### src/rtl/dm_pkg.sv
// rtl/dm_pkg.sv - shared widths, arbiter state and request record for the data-memory arbiter
package dm_pkg;

    localparam int AW = 8;
    localparam int DW = 8;

    typedef enum logic [1:0] {
        IDLE    = 2'd0,
        LOCKED  = 2'd1,
        BACKOFF = 2'd2
    } arb_state_t;

    typedef struct packed {
        logic          valid;
        logic          we;
        logic [AW-1:0] ptr;
        logic [DW-1:0] wdata;
    } dm_req_t;

endpackage

### src/rtl/dm_arb_if.sv
// rtl/dm_arb_if.sv - requester, response and memory-side signal bundle for dm_arb
interface dm_arb_if #(
    parameter int AW = dm_pkg::AW,
    parameter int DW = dm_pkg::DW
) ();

    logic [1:0]    req_valid;
    logic [1:0]    req_we;
    logic [AW-1:0] req_ptr0;
    logic [AW-1:0] req_ptr1;
    logic [DW-1:0] req_wdata0;
    logic [DW-1:0] req_wdata1;
    logic          lock1;
    logic [1:0]    req_ready;
    logic [1:0]    rsp_valid;
    logic [DW-1:0] rsp_data;
    logic          lock_timeout;
    logic [AW-1:0] mem_adr;
    logic          mem_we;
    logic [DW-1:0] mem_wdata;
    logic [DW-1:0] mem_rdata;

    // slave: the arbiter itself; master: requesters plus the memory model
    modport slave (
        input  req_valid, req_we, req_ptr0, req_ptr1, req_wdata0, req_wdata1, lock1, mem_rdata,
        output req_ready, rsp_valid, rsp_data, lock_timeout, mem_adr, mem_we, mem_wdata
    );

    modport master (
        output req_valid, req_we, req_ptr0, req_ptr1, req_wdata0, req_wdata1, lock1, mem_rdata,
        input  req_ready, rsp_valid, rsp_data, lock_timeout, mem_adr, mem_we, mem_wdata
    );

endinterface

### src/rtl/lut_m.sv
// rtl/lut_m.sv - pointer-to-address translation table (currently identity)
module lut_m #(
    parameter int AW = dm_pkg::AW
) (
    input  logic [AW-1:0] ptr,
    output logic [AW-1:0] adr
);

    logic [AW-1:0] map_rom [2**AW];

    for (genvar i = 0; i < 2**AW; i++) begin : g_rom
        assign map_rom[i] = AW'(i);
    end

    assign adr = map_rom[ptr];

endmodule

### src/rtl/dm_arb.sv
// rtl/dm_arb.sv - round-robin data-memory arbiter with requester-1 burst lock; DM_PTR_LUT_EN selects table mapping
module dm_arb
    import dm_pkg::*;
#(
    parameter int AW       = dm_pkg::AW,
    parameter int DW       = dm_pkg::DW,
    parameter int MAX_LOCK = 16
) (
    input  logic     clk,
    input  logic     rst_n,
    dm_arb_if.slave  bus
);

    localparam int CW = $clog2(MAX_LOCK + 1);

    arb_state_t    state, state_nx;
    logic          rr_last, rr_last_nx;
    logic [CW-1:0] lock_cnt, lock_cnt_nx;
    logic          tag_vld, tag_vld_nx;
    logic          tag, tag_nx;
    logic          timeout;

    dm_req_t       req [2];
    logic [1:0]    gnt;
    logic          acc;
    logic          idx;
    logic          sel_we;
    logic [AW-1:0] sel_ptr;
    logic [DW-1:0] sel_wdata;
    logic [AW-1:0] map_adr;

    always_comb begin
        req[0] = '{valid: bus.req_valid[0], we: bus.req_we[0], ptr: bus.req_ptr0, wdata: bus.req_wdata0};
        req[1] = '{valid: bus.req_valid[1], we: bus.req_we[1], ptr: bus.req_ptr1, wdata: bus.req_wdata1};
    end

    // Grant depends only on state, valids and rr_last so ready never loops back on itself
    always_comb begin
        gnt = 2'b00;
        if (rst_n) begin
            unique case (state)
                IDLE: begin
                    if (req[0].valid && req[1].valid)
                        gnt = rr_last ? 2'b01 : 2'b10;
                    else
                        gnt = {req[1].valid, req[0].valid};
                end
                LOCKED:  gnt = {req[1].valid, 1'b0};
                BACKOFF: gnt = {1'b0, req[0].valid};
                default: gnt = 2'b00;
            endcase
        end
    end

    assign acc       = |gnt;
    assign idx       = gnt[1];
    assign sel_we    = idx ? req[1].we    : req[0].we;
    assign sel_ptr   = idx ? req[1].ptr   : req[0].ptr;
    assign sel_wdata = idx ? req[1].wdata : req[0].wdata;

`ifdef DM_PTR_LUT_EN
    lut_m #(.AW(AW)) u_lut (
        .ptr (sel_ptr),
        .adr (map_adr)
    );
`else
    assign map_adr = sel_ptr;
`endif

    assign bus.req_ready    = gnt;
    assign bus.mem_adr      = acc ? map_adr : '0;
    assign bus.mem_we       = acc & sel_we;
    assign bus.mem_wdata    = acc ? sel_wdata : '0;
    assign bus.lock_timeout = timeout;

    // A pending read tag only surfaces outside reset
    assign bus.rsp_valid = (rst_n && tag_vld) ? (tag ? 2'b10 : 2'b01) : 2'b00;
    assign bus.rsp_data  = (rst_n && tag_vld) ? bus.mem_rdata : '0;

    always_comb begin
        state_nx    = state;
        rr_last_nx  = rr_last;
        lock_cnt_nx = lock_cnt;
        tag_vld_nx  = acc & ~sel_we;
        tag_nx      = idx;
        timeout     = 1'b0;

        if (acc)
            rr_last_nx = idx;

        unique case (state)
            IDLE: begin
                if (gnt[1] && bus.lock1) begin
                    state_nx    = LOCKED;
                    lock_cnt_nx = '0;
                end
            end
            LOCKED: begin
                lock_cnt_nx = lock_cnt + 1'b1;
                if (!bus.lock1)
                    state_nx = IDLE;
                else if (lock_cnt == CW'(MAX_LOCK - 1))
                    state_nx = BACKOFF;
            end
            BACKOFF: begin
                timeout  = rst_n;
                state_nx = IDLE;
            end
            default: state_nx = IDLE;
        endcase
    end

    always_ff @(posedge clk) begin
        if (!rst_n) begin
            state    <= IDLE;
            rr_last  <= 1'b1;
            lock_cnt <= '0;
            tag_vld  <= 1'b0;
            tag      <= 1'b0;
        end else begin
            state    <= state_nx;
            rr_last  <= rr_last_nx;
            lock_cnt <= lock_cnt_nx;
            tag_vld  <= tag_vld_nx;
            tag      <= tag_nx;
        end
    end

endmodule

### src/flat_wrapper.sv
// flat-port wrapper written by rule: the top's interface ports become plain ports
module dm_arb_flat import dm_pkg::*;
#(
    parameter int AW       = dm_pkg::AW,
    parameter int DW       = dm_pkg::DW,
    parameter int MAX_LOCK = 16
)
  (clk, rst_n, bus_req_valid, bus_req_we, bus_req_ptr0, bus_req_ptr1, bus_req_wdata0, bus_req_wdata1, bus_lock1, bus_mem_rdata, bus_req_ready, bus_rsp_valid, bus_rsp_data, bus_lock_timeout, bus_mem_adr, bus_mem_we, bus_mem_wdata);
  dm_arb_if #(.AW(AW), .DW(DW)) bus_i ();
  input  logic clk;
  input  logic rst_n;
  input wire logic [$bits(bus_i.req_valid)-1:0] bus_req_valid;
  input wire logic [$bits(bus_i.req_we)-1:0] bus_req_we;
  input wire logic [$bits(bus_i.req_ptr0)-1:0] bus_req_ptr0;
  input wire logic [$bits(bus_i.req_ptr1)-1:0] bus_req_ptr1;
  input wire logic [$bits(bus_i.req_wdata0)-1:0] bus_req_wdata0;
  input wire logic [$bits(bus_i.req_wdata1)-1:0] bus_req_wdata1;
  input wire logic [$bits(bus_i.lock1)-1:0] bus_lock1;
  input wire logic [$bits(bus_i.mem_rdata)-1:0] bus_mem_rdata;
  output wire logic [$bits(bus_i.req_ready)-1:0] bus_req_ready;
  output wire logic [$bits(bus_i.rsp_valid)-1:0] bus_rsp_valid;
  output wire logic [$bits(bus_i.rsp_data)-1:0] bus_rsp_data;
  output wire logic [$bits(bus_i.lock_timeout)-1:0] bus_lock_timeout;
  output wire logic [$bits(bus_i.mem_adr)-1:0] bus_mem_adr;
  output wire logic [$bits(bus_i.mem_we)-1:0] bus_mem_we;
  output wire logic [$bits(bus_i.mem_wdata)-1:0] bus_mem_wdata;
  assign bus_i.req_valid = bus_req_valid;
  assign bus_i.req_we = bus_req_we;
  assign bus_i.req_ptr0 = bus_req_ptr0;
  assign bus_i.req_ptr1 = bus_req_ptr1;
  assign bus_i.req_wdata0 = bus_req_wdata0;
  assign bus_i.req_wdata1 = bus_req_wdata1;
  assign bus_i.lock1 = bus_lock1;
  assign bus_i.mem_rdata = bus_mem_rdata;
  assign bus_req_ready = bus_i.req_ready;
  assign bus_rsp_valid = bus_i.rsp_valid;
  assign bus_rsp_data = bus_i.rsp_data;
  assign bus_lock_timeout = bus_i.lock_timeout;
  assign bus_mem_adr = bus_i.mem_adr;
  assign bus_mem_we = bus_i.mem_we;
  assign bus_mem_wdata = bus_i.mem_wdata;
  dm_arb #(.AW(AW), .DW(DW), .MAX_LOCK(MAX_LOCK)) u_core (.clk(clk), .rst_n(rst_n), .bus(bus_i));
endmodule
### config.mk
export PLATFORM = sky130hd
export DESIGN_NAME = dm_arb_flat
export DESIGN_NICKNAME = d
export VERILOG_FILES = /design/src/rtl/dm_pkg.sv /design/src/rtl/dm_arb_if.sv /design/src/rtl/lut_m.sv /design/src/rtl/dm_arb.sv /design/src/flat_wrapper.sv
export SDC_FILE = /design/constraint.sdc
export NUM_CORES = 1
export LEC_CHECK = 0
export BUFFER_PORTS_ARGS = -buffer_cell sky130_fd_sc_hd__buf_4
export CAP_MARGIN = 40
export CORE_MARGIN = 8
export CORE_UTILIZATION = 32
export DETAILED_ROUTE_END_ITERATION = 16
export PLACE_DENSITY = 0.73
export RECOVER_POWER = 25
export SETUP_SLACK_MARGIN = 0.2
export SLEW_MARGIN = 20
export SYNTH_ARGS = -nofsm -noshare
export SYNTH_HDL_FRONTEND = slang
export SYNTH_SLANG_ARGS = --single-unit
### constraint.sdc
create_clock -name clk -period 1.46 [get_ports clk]
set_input_delay 0.146 -clock clk [delete_from_list [all_inputs] [get_ports clk]]
set_output_delay 0.146 -clock clk [all_outputs]
set_load 0.02 [all_outputs]
; ---- After elaboration in Yosys (flattened, before gate mapping)
; Index checks and enable logic that the tools add are counted.
[word_totals]
reg_bits = 10
latch_bits = 0
ramBits = 0
romBits = 0
input_bits = 47
output_inout_bits = 30
mem_count = 0
[classes]
n_addsub = 1
n_mul = 0
div_mod_pow = 0
magnitude_cmp = 0
eq_ne = 5
shifts = 0
muxes = 19
bitwise_logic = 3
reduce_logical = 8
[ops]
columns = operator, n
row1 = 8-bit two-way mux, 5
row2 = 2-bit two-way mux, 8
row3 = 5-bit one-hot mux with 2 select lines, 1
row4 = 2-bit one-hot mux with 3 select lines, 1
row5 = "5-bit by 1-bit adder with 5-bit output, second input constant", 1
row6 = "5-bit by 4-bit == test with 1-bit output, second input constant", 1
row7 = 5-bit two-way mux, 1
row8 = 2-bit one-hot mux with 2 select lines, 1
row9 = 2-bit AND reduction, 2
row10 = 1-bit logical AND, 3
row11 = "3-bit by 2-bit != test with 1-bit output, second input constant", 1
row12 = 1-bit bitwise AND, 2
row13 = "2-bit by 1-bit == test with 1-bit output, second input constant", 1
row14 = "2-bit == test, second input constant", 1
row15 = 2-bit logical NOT, 1
row16 = 1-bit two-way mux, 2
row17 = "2-bit by 1-bit != test with 1-bit output, second input constant", 1
row18 = 2-bit nonzero test, 1
row19 = 2-bit OR reduction, 1
row20 = 1-bit inverter, 1

; ---- Depth between registers and ports, before layout
; Gate-level depths: netlist of run 1.
[depth]
depth_word = 7
mapped_depth = 6

; ---- Worst setup path after synthesis of run 1
; No wires, ideal clock.
[synth_path]
path_kind = register -> output
startpoint = register u_core.state[0]
endpoint = output port bus_mem_adr[0]
arrival_ps = 1271
path_slack_ps = 43
path_stages_with_launch = 6
n_path_buf = 2
cell_sequence = dfxtp_1 > nor2b_1 > o211a_1 > buf_6 > buf_2 > a22o_1
[synth_between]
elab_chain_cells = 5
elab_cells_between_ends = 8
[synth_rtl]
columns = element, line
row1 = "start, declared", dm_arb.sv:16  ; arb_state_t state, state_nx;
row2 = "start signal, assigned", dm_arb.sv:121  ; state <= state_nx;
row3 = 2-bit == test (tied with other cells), dm_arb.sv:41  ; unique case (state)
row4 = 2-bit one-hot mux with 3 select lines *, dm_arb.sv:41
row5 = 2-bit two-way mux *, dm_arb.sv:40  ; if (rst_n) begin
row6 = named net bus_req_ready[0], flat_wrapper.sv:20  ; output wire logic [$bits(bus_i.req_ready)-1:0] bus_req_ready;
row7 = 2-bit OR reduction *, dm_arb.sv:55  ; assign acc = |gnt;
row8 = 8-bit two-way mux *, dm_arb.sv:71  ; assign bus.mem_adr = acc ? map_adr : '0;
row9 = "end, declared", flat_wrapper.sv:24  ; output wire logic [$bits(bus_i.mem_adr)-1:0] bus_mem_adr;
; Mark *: on every way through the listed nets, which the timed path passes. The rest lies on a longest branch.

; ---- Worst setup path in the final report of run 1
[layout_path]
startpoint = register u_core.state[1]
endpoint = output port bus_mem_adr[4]
[layout_between]
elab_chain_cells = 5
elab_cells_between_ends = 8
[layout_rtl]
columns = element, line
row1 = 2-bit == test (tied with other cells), dm_arb.sv:41
row2 = 2-bit one-hot mux with 3 select lines *, dm_arb.sv:41
row3 = 2-bit two-way mux *, dm_arb.sv:40
row4 = 8-bit two-way mux or 2-bit OR reduction (tied branches), "dm_arb.sv:58, dm_arb.sv:55"
row5 = 8-bit two-way mux *, dm_arb.sv:71
; Every way passes the cells marked *; elsewhere a longest branch is shown, timed or not.

==> run metrics, run 1 <==
Worst EP required=1310 ps; Seq/Total Area, Yosys=24.8%; CTS Buffer Depth=2; Layout Skew=7.45 ps; CTS root buffer=clkbuf_4; Post-Syn Nets=145; # rows=18; Max Freq=597 MHz; initial DRC count=38; TritonCTS Sinks=10; Yosys warning total=0; final net count=238; Die ar.=4390 sq um; Buf/Inv on CP=2; crit path from=u_core.state[1]; PnR worst setup slack=-214 ps; Slew Limit Headroom=80.9%; antenna-violating nets left=0; Synth Flop Type=dfxtp_1; Slew Viols, Final=0; Worst-Margin Slew=284 ps; setup TNS=-3470 ps; CTS tree=done; worst-skew pair later-pin latency=270 ps; Core Box Area=2430 sq um; Min-Delay Path Class=primary input to flop; dpl cell area=1470 sq um; I/O pins=77; reg-to-reg startpoint=u_core.lock_cnt[0]; CTS H-tree depth=1; startpoint types=flop; Final min period=1670 ps; Die W=66.3 um; initial antenna violation count=0; Power Dens Cells=551 nW/um^2; Max Cap Viol=0; post-route cell area=1870 sq um; Max rail drop VDD=0.630 mV; CP top delay family=simple AND/OR/NAND/NOR gates; final count of negative-setup-slack endpoints=19; P&R area growth vs syn=131%; Pre-antenna DRT Iters=4; crit path kind=flop to output pin; first-pass GRT wire length=between 5000 and 6000 um; vias in the first global route=1206; CTS clk-pin slew, worst paths=60 ps; setup slack at placement=approximately 50 ps; share of layout cells above drive strength 1=66.5%; Avg Inst Size Synth=8.42 sq um; Synth Register Bits=10; CP Max Fanout=5; Inserted Clock Buffers=3; total power=~0.001 W; initial core utilization=33.2%; Syn Inst Count=96; status=complete, but fails checks; I/O Buffers=76; Final Cycle Share=115%; crit path capture type=output pin; Netlist cell types=34; max incr delay on CP=340 ps; RSZ-0062 raised after global routing=yes; ys async rst share=0%; vias per cell=5.15; crit path DAT=roughly 1500 ps; DP Wirelength=2640 um; GPL Wtd Cong=0.890; failing checks=setup timing; via count=about 1100; Slowest-stage cell, CP=dfxtp_2; WL per Instance=18.1 um; cell area after synthesis=808 sq um; Die Height=between 60 and 70 um; EDFF count, synth=0; hold_ws=143 ps; Hold Startpoint=bus_lock1; Final Hold Vio Count=0; total gr overflow=0; final antenna diode count=0; final wirelength=3940 um; GRT Total Usage=17.4%; leak pwr=0.931 nW; pin count of the biggest net entering global routing=20; drt drc=0; CP cell instances=and2b_1 -> and3_4 -> buf_8 -> a22o_4 -> buf_6
-- cell usage in the layout, fill, tap and decap left out, types with 2 or more instances in the layout --
cell type	n
a21oi_1	2
a22o_1	9
a22o_4	9
and2_1	2
and3_1	11
buf_12	2
buf_16	3
buf_4	67
buf_6	22
clkbuf_4	3
dfxtp_1	5
dfxtp_2	3
dfxtp_4	2
ha_4	2
inv_1	5
nand2_1	5
nand2b_4	3
nand3_1	4
nor2_1	6
o21ai_0	2
o21ai_1	2
o31a_1	2
-- timing repair --
item	4_1_cts	5_1_grt
cloned	3	0
pin swaps	7	15
setup buffers	11	2
hold buffers	0	0
endpoints found under the setup margin	21	34
resized for setup	36	6
-- per-stage QoR --
step,utilization [%],instances
2_1_floorplan,-,96
3_3_place_gp,60.6,198
3_5_place_dp,60.6,198
4_1_cts,75.5,216
5_1_grt,76.7,218
6_report,76.7,218
-- worst min-delay path: stages --
cell	delay [ps]
buf_4	120
nand3_1	70
nor2_1	40
-- path summary, 6_finish.rpt --
path                            cells past startpoint                  to  slack (ps)
worst max-delay path                                5      bus_mem_adr[4]        -210
worst min register to register                      2  u_core.lock_cnt[4]         520
worst min-delay path                                3     u_core.state[1]         140
worst max register to register                      6  u_core.lock_cnt[4]         100
-- flip-flops by register name, summed over array words and instances, names as in the netlist --
signal	cells
u_core.lock_cnt	5
u_core.state	2
u_core.tag	1
u_core.tag_vld	1
u_core.rr_last	1
-- routing by layer --
layer | up-vias | share of wire [%] | wire length (um) | global-route usage [%]
li1 | 547 | - | - | -
met5 | - | 0 | 0 | 0
met1 | 521 | 35 | 1390 | 17.5
met2 | 51 | 56 | 2190 | 34.5
met4 | 0 | 0.46 | 18 | 1.33
met3 | 3 | 8.8 | 347 | 5.76
-- logic make-up (layout without fill, tap and decap cells) --
logic type	count (synthesis)	count (layout)	share of synthesized area (%)
AND/OR/NAND/NOR	38	38	28.8
AO/OA/AOI/OAI	32	32	31.6
flip-flops	10	10	24.8
multiplexers	1	1	1.24
buffers and inverters	13	105	10.5
adder cells (fa/ha/maj)	2	2	3.10
-- synth_stat cells, drive strengths merged, types with 2 or more instances --
cell type / n / area [sq um]
a21oi: 2 / 10.0
buf: 4 / 51.3
a22o: 18 / 158
nand2: 5 / 18.8
o21ai: 4 / 20.0
nand2b: 3 / 18.8
nand3: 4 / 20.0
and3: 12 / 80.1
and2: 2 / 12.5
inv: 6 / 22.5
o31a: 2 / 17.5
ha: 2 / 25.0
dfxtp: 10 / 200
nor2: 6 / 22.5
clkbuf: 3 / 11.3
-- power by group --
group	internal, W	switching (W)
Clock	0.000152	0.000100
Sequential	0.000280	0.0000113
Combinational	0.000286	0.000198
-- final cells by class --
class                      count  area (sq um)
timing repair buffer          95           888
clock buffer                   4          36.3
fill                         156           566
multi-input combinational     73           671
tap                           30          37.5
sequential                    10           211
inverter                       6          22.5
No activity file was read; power rests on OpenSTA's default activity.
==> run 2: changes to the inputs <==
Settings changed: ABC_AREA from default to 1, PLACE_DENSITY 0.73 to 0.74.
==> run metrics, run 2 <==
vias in the first global route=1247 (+3.4%); initial antenna violation count=0 (unchanged); Synth Register Bits=10 (unchanged); Die ar.=4250 sq um (-3.2%); CP most frequent cell=nand2_1; pin count of the biggest net entering global routing=11 (-45%); Final Hold Vio Count=0 (unchanged); CTS H-tree depth=1 (unchanged); # rows=18 (unchanged); RSZ-0062 raised after global routing=yes; P&R area growth vs syn=120%; commonest non-fill, non-tap cell in the layout=buf_4; Hold Path Cell Cnt=3 (unchanged); most frequent cell after synthesis=nand2_1; Inserted Clock Buffers=3 (unchanged); I/O pins=77 (unchanged); CTS tree=done; total gr overflow=0 (unchanged); EDFF count, synth=0 (unchanged); DP Wirelength=2570 um (-2.3%); via count=1199 (+6.9%); GRT Total Usage=16.6% (-0.86 points); Avg Inst Size Synth=5.69 sq um (-32%); reg2reg setup slack=190 ps (+90 ps); Min-Delay Path Class=primary input to flop; Die Height=65.2 um (-1.6%); first-pass GRT wire length=5720 um (-4.3%); Seq/Total Area, Yosys=25.8% (+1.1 points); Max rail drop VDD=0.606 mV (-3.9%); cell area after synthesis=774 sq um (-4.2%); share of layout cells above drive strength 1=61.7% (-4.8 points); Syn Inst Count=136 (+42%); Worst EP required=1310 ps (about the same); CP cell instances=inv_4 -> nand3_4 -> nor2_4 -> buf_12 -> nand2_1 -> nand2_1 -> buf_4; max incr delay on CP=350 ps (about the same); Reg2Reg Depth=6 (unchanged); DP Cell Count=240 (+21%); CTS clk-pin slew, worst paths=70 ps (about the same); worst-skew pair later-pin latency=270 ps (about the same); CP Max Fanout=7 (+2); commonest cells after routing, fill and taps aside=buf_4 (70), nand2_1 (33), nand2_2 (23); failing checks=setup timing; Max Cap Viol=0 (unchanged); setup TNS=-210 ps (+3260 ps); final net count=277 (+16%); initial DRC count=43 (+13%); Pre-antenna DRT Iters=4 (unchanged); ys async rst share=0% (unchanged); Final Cycle Share=106% (-8.7 points); GPL Wtd Cong=0.764 (-14%); PnR worst setup slack=-86.3 ps (+128 ps); Power Dens Cells=570 nW/um^2 (+3.5%); Max Freq=647 MHz (+8.3%); fin cells=257 (+18%); leak pwr=0.911 nW (-2.2%); final wirelength=3700 um (-6.2%); status=complete, but fails checks; biggest regs=u_core.lock_cnt: 5 flops, u_core.state: 2 flops; final count of negative-setup-slack endpoints=12 (-7); TritonCTS Sinks=10 (unchanged); Die W=65.2 um (-1.6%); Slowest-stage cell, CP=dfxtp_2; Post-Syn Nets=185 (+28%); initial core utilization=32.4% (-0.79 points); crit path DAT=1400 ps (-130 ps); crit path capture type=output pin; Slew Limit Headroom=83.7% (+2.8 points); Slew Viols, Final=0 (unchanged); reg-to-reg startpoint=u_core.lock_cnt[1]; total power=0.000973 W (-5.4%); I/O Buffers=76 (unchanged); area leader, netlist=nand2_1; crit path kind=flop to output pin; Netlist cell types=19 (-44%); Hold EP=u_core.lock_cnt[0]; number of flip-flops in the largest register=5 (unchanged); drt drc=0 (unchanged); antenna-violating nets left=0 (unchanged); Layout Skew=8.14 ps (+0.684 ps); final antenna diode count=0 (unchanged); Worst-Margin Slew=244 ps (-40.4 ps); Yosys warning total=0 (unchanged); vias per cell=4.67 (-9.4%); Final min period=1550 ps (-128 ps); Core Box Area=2390 sq um (-1.9%); Top reg by flops=u_core.lock_cnt; Synth Flop Type=dfxtp_1; CTS root buffer=clkbuf_4; CTS Buffer Depth=2 (unchanged); reg2reg end=u_core.lock_cnt[4]; hold_ws=174 ps (+31.3 ps); startpoint types=flop; WL per Instance=14.4 um (-20%); ranking of synthesized cells by area=nand2_1 (27%), dfxtp_1 (26%), nor2_1 (8.2%); share of the synthesized area in the top cell type=27.1% (+2.4 points); Hold Startpoint=rst_n; Post-synth top cells=nand2_1 (56), nor2_1 (17), inv_1 (14)
[run 2: routing by layer]
metal / vias up / routed length (um) / track usage [%] / share of wire (%)
met5: - / 0 / 0 / 0
li1: 600 / - / - / -
met4: 0 / 72 / 4.09 / 1.9
met2: 50 / 2090 / 32.6 / 57
met1: 541 / 1260 / 16.1 / 34
met3: 8 / 270 / 5.10 / 7.3
[run 2: how the worst max path moves through the flow]
stage | startpoint | endpoint | slack, ps | cells past startpoint
finish | u_core.state[0] | bus_mem_adr[7] | -90 | 7
floorplan | u_core.lock_cnt[0] | u_core.lock_cnt[4] | 210 | 6
detailed placement | u_core.state[1] | bus_mem_we | -20 | 7
global placement | u_core.state[1] | bus_mem_we | 30 | 7
global route | u_core.state[0] | bus_mem_adr[7] | -180 | 7
CTS | u_core.state[1] | bus_mem_we | -20 | 8
[run 2: final cells by class]
class	count	area [sq um]
clock buffers	4	36.3
inverters	18	80.1
flip-flops and latches	10	211
repair buffers	87	726
multi-input cells	106	603
fillers	193	681
well taps	30	37.5
repair inverters	2	12.5
[run 2: where the power goes]
part / leakage [nW] / switching, W / total [W] / internal, W
clock network: 0.0210 / 0.0000944 / 0.000246 / 0.000151
logic: 0.806 / 0.000215 / 0.000436 / 0.000221
registers: 0.0837 / 0.0000108 / 0.000291 / 0.000280
[run 2: cells by family after synthesis]
| logic type | synth area share, % |
|---|---|
| AOI/OAI and AO/OA | 6.46 |
| and+or+nand+nor | 52.5 |
| buffers and inverters | 12.0 |
| DFF | 25.8 |
| adders and majority gates | 3.23 |
[run 2: critical path: cells and delay by family (launching register included)]
family,cells,cell delay [ps]
flops,1,350
buf+inv,3,370
simple gates,4,420
[run 2: timing repair]
item                       in CTS  in global routing
resized for setup              47                  8
pin swaps                       7                  3
hold buffers                    0                  0
cloned                          2                  0
setup endpoints to repair      23                 32
setup buffers                   9                  2
[run 2: per-stage QoR]
| step | area (sq um) | utilization (%) | setup slack, ps |
|---|---|---|---|
| after floorplan | 805 | - | 211 |
| after global placement | 1390 | 58.2 | 33.0 |
| after detailed placement | 1390 | 58.2 | -15.9 |
| after CTS | 1670 | 70.0 | -24.7 |
| after global routing | 1710 | 71.5 | -178 |
| final | 1710 | 71.5 | -86.3 |
